`config.mk`:
```
export PLATFORM = sky130hd
export DESIGN_NAME = xlgmii_tx_packet_arbiter
export DESIGN_NICKNAME = d
export VERILOG_FILES = /design/src/rtl/xlgmii_tx_arb_pkg.sv /design/src/rtl/axis_skid_buffer.sv /design/src/rtl/xlgmii_tx_packet_arbiter.sv
export SDC_FILE = /design/constraint.sdc
export NUM_CORES = 1
export LEC_CHECK = 0
export CORE_AREA = 2 2 291 293
export CTS_BUF_LIST = sky130_fd_sc_hd__clkbuf_4
export CTS_CLUSTER_SIZE = 14
export DETAILED_ROUTE_END_ITERATION = 16
export DIE_AREA = 0 0 293 295
export HOLD_SLACK_MARGIN = 0.06
export PLACE_DENSITY = 0.52
export SLEW_MARGIN = 20
export SYNTH_ARGS = -nofsm -noshare
export SYNTH_HDL_FRONTEND = slang
export SYNTH_HIERARCHICAL = 1
export SYNTH_SLANG_ARGS = --single-unit
```
`constraint.sdc`:
```
create_clock -name clk -period 12.85 [get_ports clk]
set_input_delay 2.57 -clock clk [delete_from_list [all_inputs] [get_ports clk]]
set_output_delay 2.57 -clock clk [all_outputs]
set_load 0.01 [all_outputs]
```
`src/rtl/xlgmii_tx_arb_pkg.sv`:
```
// xlgmii_tx_arb_pkg: shared types and limits for the XLGMII TX packet arbiter
package xlgmii_tx_arb_pkg;
  localparam int ARB_MAX_PORTS = 8;
  typedef enum logic [0:0] {ARB_IDLE = 1'b0, ARB_PACKET = 1'b1} arb_state_t;
endpackage

```
`src/rtl/axis_skid_buffer.sv`:
```
// axis_skid_buffer: 2-entry AXI4-Stream slice with registered ready and registered outputs
module axis_skid_buffer #(
  parameter int DATA_WIDTH = 128,
  parameter int KEEP_WIDTH = DATA_WIDTH / 8
) (
  input  logic                  clk,
  input  logic                  rst,
  input  logic                  in_valid,
  output logic                  in_ready,
  input  logic [DATA_WIDTH-1:0] in_data,
  input  logic [KEEP_WIDTH-1:0] in_keep,
  input  logic                  in_last,
  output logic                  out_valid,
  input  logic                  out_ready,
  output logic [DATA_WIDTH-1:0] out_data,
  output logic [KEEP_WIDTH-1:0] out_keep,
  output logic                  out_last
);
  logic                  skid_valid;
  logic [DATA_WIDTH-1:0] skid_data;
  logic [KEEP_WIDTH-1:0] skid_keep;
  logic                  skid_last;
  logic                  push;
  logic                  load;
  assign in_ready = !skid_valid;
  assign push     = in_valid && in_ready;
  assign load     = !out_valid || out_ready;
  // output register refills from the skid entry first; skid only catches a beat during a stall
  always_ff @(posedge clk or posedge rst)
    if (rst) begin
      out_valid  <= 1'b0;
      out_data   <= '0;
      out_keep   <= '0;
      out_last   <= 1'b0;
      skid_valid <= 1'b0;
      skid_data  <= '0;
      skid_keep  <= '0;
      skid_last  <= 1'b0;
    end else if (load) begin
      out_valid  <= skid_valid || push;
      skid_valid <= 1'b0;
      if (skid_valid) {out_data, out_keep, out_last} <= {skid_data, skid_keep, skid_last};
      else if (push) {out_data, out_keep, out_last} <= {in_data, in_keep, in_last};
    end else if (push) begin
      skid_valid <= 1'b1;
      {skid_data, skid_keep, skid_last} <= {in_data, in_keep, in_last};
    end
endmodule

```
`src/rtl/xlgmii_tx_packet_arbiter.sv`:
```
// xlgmii_tx_packet_arbiter: packet-granular round-robin mux of AXI4-Stream sources onto the XLGMII TX bridge
module xlgmii_tx_packet_arbiter
  import xlgmii_tx_arb_pkg::*;
#(
  parameter int NUM_PORTS  = 4,
  parameter int DATA_WIDTH = 128,
  parameter int KEEP_WIDTH = DATA_WIDTH / 8
) (
  input  logic                            clk,
  input  logic                            rst,
  input  logic [NUM_PORTS-1:0]            s_tvalid,
  output logic [NUM_PORTS-1:0]            s_tready,
  input  logic [NUM_PORTS*DATA_WIDTH-1:0] s_tdata,
  input  logic [NUM_PORTS*KEEP_WIDTH-1:0] s_tkeep,
  input  logic [NUM_PORTS-1:0]            s_tlast,
  output logic                            m_tvalid,
  input  logic                            m_tready,
  output logic [DATA_WIDTH-1:0]           m_tdata,
  output logic [KEEP_WIDTH-1:0]           m_tkeep,
  output logic                            m_tlast,
  output logic [NUM_PORTS-1:0]            grant,
  output logic                            err_tlast_tkeep,
  output logic                            err_underrun
);
  localparam int PW = $clog2(NUM_PORTS);
  if (DATA_WIDTH != 128) begin : g_width_chk
    $error("xlgmii_tx_packet_arbiter: DATA_WIDTH must be 128");
  end
  if (NUM_PORTS < 2 || NUM_PORTS > ARB_MAX_PORTS) begin : g_ports_chk
    $error("xlgmii_tx_packet_arbiter: NUM_PORTS must be 2..8");
  end
  arb_state_t            state;
  logic [PW-1:0]         rr_ptr;
  logic [PW-1:0]         gnt_idx;
  logic [PW-1:0]         winner;
  logic [PW-1:0]         cand;
  logic [PW-1:0]         sel;
  logic                  found;
  logic                  sel_valid;
  logic                  in_ready;
  logic                  acc;
  logic [DATA_WIDTH-1:0] sel_data;
  logic [KEEP_WIDTH-1:0] sel_keep;
  logic                  sel_last;
  // first valid port after the last-served one, wrapping modulo NUM_PORTS
  always_comb begin
    found  = 1'b0;
    winner = '0;
    cand   = '0;
    for (int i = 1; i <= NUM_PORTS; i++) begin
      cand = PW'((int'(rr_ptr) + i) % NUM_PORTS);
      if (!found && s_tvalid[cand]) begin
        found  = 1'b1;
        winner = cand;
      end
    end
  end
  assign sel       = state == ARB_PACKET ? gnt_idx : winner;
  assign sel_valid = state == ARB_PACKET ? s_tvalid[sel] : found;
  assign acc       = sel_valid && in_ready;
  assign sel_data  = s_tdata[int'(sel) * DATA_WIDTH +: DATA_WIDTH];
  assign sel_keep  = s_tkeep[int'(sel) * KEEP_WIDTH +: KEEP_WIDTH];
  assign sel_last  = s_tlast[sel];
  assign s_tready  = (rst || !in_ready || (state == ARB_IDLE && !found)) ? '0 : NUM_PORTS'(1) << sel;
  assign grant     = state == ARB_PACKET ? NUM_PORTS'(1) << gnt_idx : '0;
  // packet ownership: single-beat packets never leave IDLE, multi-beat ones hold grant until tlast
  always_ff @(posedge clk or posedge rst)
    if (rst) begin
      state   <= ARB_IDLE;
      rr_ptr  <= PW'(NUM_PORTS - 1);
      gnt_idx <= '0;
    end else if (acc) begin
      if (sel_last) begin
        state  <= ARB_IDLE;
        rr_ptr <= sel;
      end else if (state == ARB_IDLE) begin
        state   <= ARB_PACKET;
        gnt_idx <= winner;
      end
    end
  // protocol error pulses, one per offending cycle
  always_ff @(posedge clk or posedge rst)
    if (rst) begin
      err_tlast_tkeep <= 1'b0;
      err_underrun    <= 1'b0;
    end else begin
      err_tlast_tkeep <= acc && sel_last && sel_keep == '0;
      err_underrun    <= state == ARB_PACKET && !s_tvalid[gnt_idx];
    end
  axis_skid_buffer #(
    .DATA_WIDTH(DATA_WIDTH),
    .KEEP_WIDTH(KEEP_WIDTH)
  ) u_skid (
    .clk      (clk),
    .rst      (rst),
    .in_valid (sel_valid),
    .in_ready (in_ready),
    .in_data  (sel_data),
    .in_keep  (sel_keep),
    .in_last  (sel_last),
    .out_valid(m_tvalid),
    .out_ready(m_tready),
    .out_data (m_tdata),
    .out_keep (m_tkeep),
    .out_last (m_tlast)
  );
endmodule

```
**After elaboration in Yosys (flattened, before gate mapping)**

Cells that the tools add are included.

- Bits in registers: 299
- Input port bits: 587
- Output and inout bits: 156
- Logic and storage cells: 91

- Add/sub/neg operators: 4
- Order comparisons: 6
- Shift operators: 4
- Muxes and demuxes: 35
- Bitwise logic cells: 3
- Reduce and logical (&&, ||, !) cells: 26

Operators by type and width:

| kind | count |
|---|---|
| indexed part select 512 x 10 -> 128 bit | 1 |
| two-way mux 128 bit | 2 |
| indexed part select 64 x 7 -> 16 bit | 1 |
| two-way mux 16 bit | 2 |
| less-than comparator 2 x 3 -> 1 bit (second input constant) | 6 |
| two-way mux 1 bit | 17 |
| logical NOT 16 bit | 1 |
| binary-select mux 1 bit (select 2 bit) | 7 |
| two-way mux 2 bit | 5 |
| logical AND 1 bit | 8 |
| two-way mux 4 bit | 2 |
| AND reduction 2 bit | 4 |
| << shifter 1 x 2 -> 4 bit (first input constant) | 2 |
| logical NOT 1 bit | 7 |
| adder 2 x 1 -> 2 bit (second input constant) | 2 |
| adder 2 bit (second input constant) | 2 |
| logical OR 1 bit | 4 |
| nonzero test 2 bit | 2 |
| NOT 1 bit | 3 |

**Longest topological paths before layout**

- Depth after elaboration: 20
- Depth in mapped cells: 14
- Mapped depth without buffers: 9

**Hierarchy**

The synthesis kept the hierarchy.

Modules (own cells, without submodules):

| module | instances | cells an instance | area an instance (um^2) | seq. area each (um^2) |
|---|---|---|---|---|
| axis_skid_buffer | 1 | 784 | 12843.6 | 7307.0 |
| xlgmii_tx_packet_arbiter | 1 | 1024 | 5230.0 | 177.7 |

**Worst setup path before layout**

OpenSTA, ideal clock, no wires.

- Path kind: input-to-output
- Start: input port s_tvalid[3]
- End: output port s_tready[2]
- Arrival time: 4.579 ns
- Required time: 10.280 ns
- Setup slack: 5.701 ns
- Stages on the path: 8
- Buffers on the path: 4
- Cells stage by stage: buf_2 > or4b_4 > o32ai_4 > o21ai_1 > buf_2 > buf_1 > clkbuf_1 > nor4_1

- Longest elaborated chain between the ends: 16
- Elaborated cells on any way between the ends: 28
- Classes of those cells: shift: 1; mux: 18; reduce/logical: 9

Ends and longest elaborated chain:

| what | line | source |
|---|---|---|
| from (decl) | xlgmii_tx_packet_arbiter.sv:11 | `input logic [NUM_PORTS-1:0] s_tvalid,` |
| binary-select mux 1 bit (select 2 bit) | xlgmii_tx_packet_arbiter.sv:52 | `if (!found && s_tvalid[cand]) begin` |
| two-way mux 1 bit (implied by the code) | xlgmii_tx_packet_arbiter.sv:52 |  |
| two-way mux 1 bit | xlgmii_tx_packet_arbiter.sv:52 |  |
| logical NOT 1 bit | xlgmii_tx_packet_arbiter.sv:52 |  |
| logical AND 1 bit | xlgmii_tx_packet_arbiter.sv:52 |  |
| two-way mux 1 bit | xlgmii_tx_packet_arbiter.sv:52 |  |
| logical NOT 1 bit | xlgmii_tx_packet_arbiter.sv:52 |  |
| logical AND 1 bit | xlgmii_tx_packet_arbiter.sv:52 |  |
| two-way mux 1 bit | xlgmii_tx_packet_arbiter.sv:52 |  |
| logical NOT 1 bit | xlgmii_tx_packet_arbiter.sv:52 |  |
| logical AND 1 bit | xlgmii_tx_packet_arbiter.sv:52 |  |
| two-way mux 1 bit | xlgmii_tx_packet_arbiter.sv:52 |  |
| logical NOT 1 bit | xlgmii_tx_packet_arbiter.sv:64 | `assign s_tready = (rst \|\| !in_ready \|\| (state == ARB_IDLE && !found)) ? '0 : NUM_PORTS'(1) << sel;` |
| logical AND 1 bit | xlgmii_tx_packet_arbiter.sv:64 |  |
| logical OR 1 bit | xlgmii_tx_packet_arbiter.sv:64 |  |
| two-way mux 4 bit * | xlgmii_tx_packet_arbiter.sv:64 |  |
| to (decl) | xlgmii_tx_packet_arbiter.sv:12 | `output logic [NUM_PORTS-1:0] s_tready,` |

Mark *: on every way between the ends. The rest lies on a longest branch, timed or not. The select of a mux whose other input is x is not followed.

**Worst setup path in the final report**

- Start: input port s_tvalid[3]
- End: output port s_tready[3]

Same word-level chain as after synthesis.

==> impl_results.md <==
* Number of hold-repair buffers added at the cts stage at 0
* Starting density of the core at 21.7%
* Crit path cell chain: clkdlybuf4s50_1 > or4b_4 > o32ai_4 > o21ai_4 > buf_4 > nor4_1 > clkdlybuf4s50_1
* Number of enable-type register cells in the synthesized netlist at 0
* Type of the worst setup path: in2out
* Count of nets after finishing at 3106
* Number of buffer cells added on primary ports at between 700 and 800
* Reg area at approximately 7500 um2
* Startpoint type of the worst setup path: input pin
* Yosys Warn Count at 6
* Number of pins exceeding their max-slew limit in the final report at 0
* Buffer levels on the longest clock path at 3
* Largest net degree at the start of global routing at 106
* P_int at 4.19 mW
* Detailed-route wire length at roughly 84000 um
* Async S/R FF share, synth at 100%
* Total Neg Setup Slack at 0 ps
* Share of the yosys chip area belonging to registers at between 40% and 50%
* Switching Share at 42.4%
* Cell row count at 106
* Die Wd at 293 um
* Number of cells produced by synthesis at 1808
* Final estimated routing congestion in global placement at 0.884
* Number of hold violations in the final report at 0
* Part of the total power dissipated in combinational logic at 62.7%
* Outcome: finished clean
* Residual antenna-violating net count after detailed routing at 0
* CTS tree: built
* Number of buffers added by the clock tree synthesis step at 93
* Clock Power Share at 13.1%
* Cell area after technology mapping at 18100 um2
* Pin slew with the least headroom to its limit at 1000 ps
* Number of search-and-repair iterations in the first detailed-routing pass at 4
* Leading area contributor after synthesis: sky130_fd_sc_hd__dfrtp_1
* Worst slack at placement at 4730 ps
* Count of different cell masters after synthesis at 48
* Layout Area Growth over Synthesis at 51.9%
* Post-CTS repair timing setup buffer count at 0
* Post-cts gate resize count at 0
* Proportion of power drawn by flip-flops and latches at 24.1%
* Placeable Area at roughly 83000 um2
* Number of filler instances in the final layout at 8556
* Period utilisation layout at between 60% and 70%
* # setup viols final at 0
* DR vias at around 17000
* Stage delay of the slowest cell on the critical path at around 700 ps
* Clock Skew at 59.7 ps
* Min Tclk post-route at 8140 ps
* Die outline area at 86400 um2
* Io pins at about 740
* Global-route wire length before repair at 119000 um
* Via count normalized by instance count at 4.62
* VDD IR-drop max at 0.142 mV
* Net Switching at 3.08 mW
* Number of global-route vias before repair at approximately 18000
* Slew headroom at 33.0%
* Clock root buffer: sky130_fd_sc_hd__clkbuf_4
* Pwr Density at 265 nW/um2
* Hold/Removal Path Class: reg2reg
* H-Tree Level Count at 3
* Sink count of the clock tree at 299
* Area share of the largest cell type after synthesis at between 40 and 50%
* GRT overflow at 0
* Flop and latch count out of synthesis at 299
* Synthesized area divided by synthesized cell count at 10.0 um2
* Max Fclk at around 120 MHz
* Leakage dissipation at around 12 nW
* Number of antenna violations at the first check in global routing at 36
* Top cells by area in the synthesized netlist: sky130_fd_sc_hd__dfrtp_1 (41%), sky130_fd_sc_hd__mux2_2 (23%), sky130_fd_sc_hd__nand2_1 (11%)
* Cell with the most instances on the worst path: sky130_fd_sc_hd__clkdlybuf4s50_1
* Data required time of the critical path at 10280 ps
* Setup repair after global routing missed its margin: false
* Area of the multi-input gates at about 10000 um2
* Drt initial violations at 630
* Ratio of cells with drive above 1 in the final layout at 23.2%
* Total DRC errors in the routed layout at 0
* Highest fanout seen on the critical path at 45
* Detail Placement HPWL at 63500 um
* Post-DR wirelength/cell at 22.8 um
* Die extent in y at 295 um
* Worst path setup slack after routing at 4710 ps
* Post-synth net total at ~2400
* Reg clk slew, reported paths at 60 ps
* Most frequently used flop master after synthesis: sky130_fd_sc_hd__dfrtp_1
* Clock network latency to the later pin of the worst-skew pair at roughly 840 ps
* Overall routing resource usage at a little under a fifth
* Maxcap violations at 0
* Critical Path Sink Type: output port
* WP data arrival at 5570 ps
* Worst-path cell with the longest stage delay: sky130_fd_sc_hd__clkdlybuf4s50_1
## registers in the layout, indices dropped and copies added (netlist names)
name and flops:
err_tlast_tkeep 1, u_skid/out_keep 16, state 1, u_skid/skid_data 128, u_skid/skid_valid 1, u_skid/out_data 128
gnt_idx 2, err_underrun 1, u_skid/out_valid 1, rr_ptr 2, u_skid/out_last 1, u_skid/skid_last 1
u_skid/skid_keep 16
## kinds of logic (layout without fill, tap and decap cells)
family                 Yosys count  after routing  synth area share [%]
AND/OR/NAND/NOR                696            696                  16.9
multiplexers                   458            458                  29.6
flip-flops                     299            299                  41.4
AO/OA/AOI/OAI                  184            184                  7.05
buffers and inverters          171            956                  5.05
other                            0             12                     0
## final timing paths
check,startpoint,end,slack [ps],cells past startpoint
max,s_tvalid[3],s_tready[3],4710,7
min,u_skid/skid_data[9],u_skid/skid_data[9],480,1
max reg2reg,rr_ptr[1],u_skid/out_data[125],7660,12
min reg2reg,u_skid/skid_data[9],u_skid/skid_data[9],480,1
max in group asynchronous,rst,u_skid/out_data[19],8070,4
min in group asynchronous,rst,err_underrun,2350,2
## metal layers
metal	global-route usage, %	vias to the layer above	wire (um)
li1	-	7852	-
met1	21.9	8308	33900
met2	31.6	673	39900
met3	5.98	155	6890
met4	8.09	30	2990
met5	0	-	185
## stage by stage
step | hold slack (ps) | instance area, um2 | cells | util (%) | total power [mW]
6_report | 482 | 27400 | 3685 | 33.0 | 7.27
5_1_grt | 492 | 27400 | 3678 | 33.0 | 7.83
4_1_cts | 486 | 27400 | 3673 | 33.0 | 7.43
3_5_place_dp | 472 | 26200 | 3504 | 31.6 | 6.40
3_3_place_gp | 461 | 26200 | 3504 | 31.6 | 6.30
2_1_floorplan | 452 | 18100 | 1808 | - | 4.68
## layout by cell type, fill, tap and decap left out, types with 8 or more instances in the layout
cell type                         netlist  routed
sky130_fd_sc_hd__mux2i_1               17      17
sky130_fd_sc_hd__clkinv_2               0       8
sky130_fd_sc_hd__inv_1                 23      22
sky130_fd_sc_hd__mux2_2               366     366
sky130_fd_sc_hd__o2111ai_1              8       8
sky130_fd_sc_hd__dfrtp_1              297     296
sky130_fd_sc_hd__mux2_4                50      50
sky130_fd_sc_hd__clkdlybuf4s50_1        0     742
sky130_fd_sc_hd__clkbuf_4               0     128
sky130_fd_sc_hd__buf_4                  4      21
sky130_fd_sc_hd__a31oi_1              128     128
sky130_fd_sc_hd__nor2_1                 9       8
sky130_fd_sc_hd__o221ai_1               8       8
sky130_fd_sc_hd__nand2_1              524     524
sky130_fd_sc_hd__o211ai_1              17      17
sky130_fd_sc_hd__and2_1                 8       8
sky130_fd_sc_hd__clkinv_1               0      25
sky130_fd_sc_hd__mux2_1                22      22
sky130_fd_sc_hd__and3_1               129     129
sky130_fd_sc_hd__diode_2                0      12
## cells in the mapped netlist (2+ instances only)
master	count
sky130_fd_sc_hd__dfstp_2	2
sky130_fd_sc_hd__dfrtp_1	297
sky130_fd_sc_hd__and2_1	8
sky130_fd_sc_hd__buf_6	25
sky130_fd_sc_hd__nand3b_1	2
sky130_fd_sc_hd__buf_4	4
sky130_fd_sc_hd__nor2_1	9
sky130_fd_sc_hd__mux2i_1	17
sky130_fd_sc_hd__and3_1	129
sky130_fd_sc_hd__mux2_1	22
sky130_fd_sc_hd__inv_1	23
sky130_fd_sc_hd__a31oi_1	128
sky130_fd_sc_hd__mux2_4	50
sky130_fd_sc_hd__a21oi_1	5
sky130_fd_sc_hd__nand2_1	524
sky130_fd_sc_hd__o2111ai_1	8
sky130_fd_sc_hd__a211oi_1	2
sky130_fd_sc_hd__buf_2	55
sky130_fd_sc_hd__o221ai_1	8
sky130_fd_sc_hd__nand3_1	3
sky130_fd_sc_hd__a22oi_1	4
sky130_fd_sc_hd__mux2_2	366
sky130_fd_sc_hd__nor3_1	3
sky130_fd_sc_hd__clkbuf_1	62
sky130_fd_sc_hd__or4_1	2
sky130_fd_sc_hd__mux4_2	2
sky130_fd_sc_hd__a32oi_1	2
sky130_fd_sc_hd__nor4_1	4
sky130_fd_sc_hd__nand2b_1	5
sky130_fd_sc_hd__o21a_1	3
sky130_fd_sc_hd__o211ai_1	17
## power groups by stage
stage	logic (mW)	registers, mW	clock network [mW]
global route	4.94	1.82	1.07
finish	4.56	1.75	0.956
floorplan	2.90	1.78	0
CTS	4.65	1.76	1.02
global placement	4.55	1.75	0
detailed placement	4.63	1.77	0
## worst max-delay path, delay by kind of cell
kind	cells	cell delay, ps
AND/OR/NAND/NOR	2	830
buffers and inverters	3	1600
AO/OA/AOI/OAI	2	550
## layout make-up
type,count,share of cell area (%)
sequential,299,27.3
antenna,12,0.109
clock buffer,128,3.50
tap,1080,4.92
timing repair buffer,763,27.6
multi-input combinational,1338,35.4
clock inverter,41,0.766
inverter,24,0.356
Power figures use the tool's default switching activity.
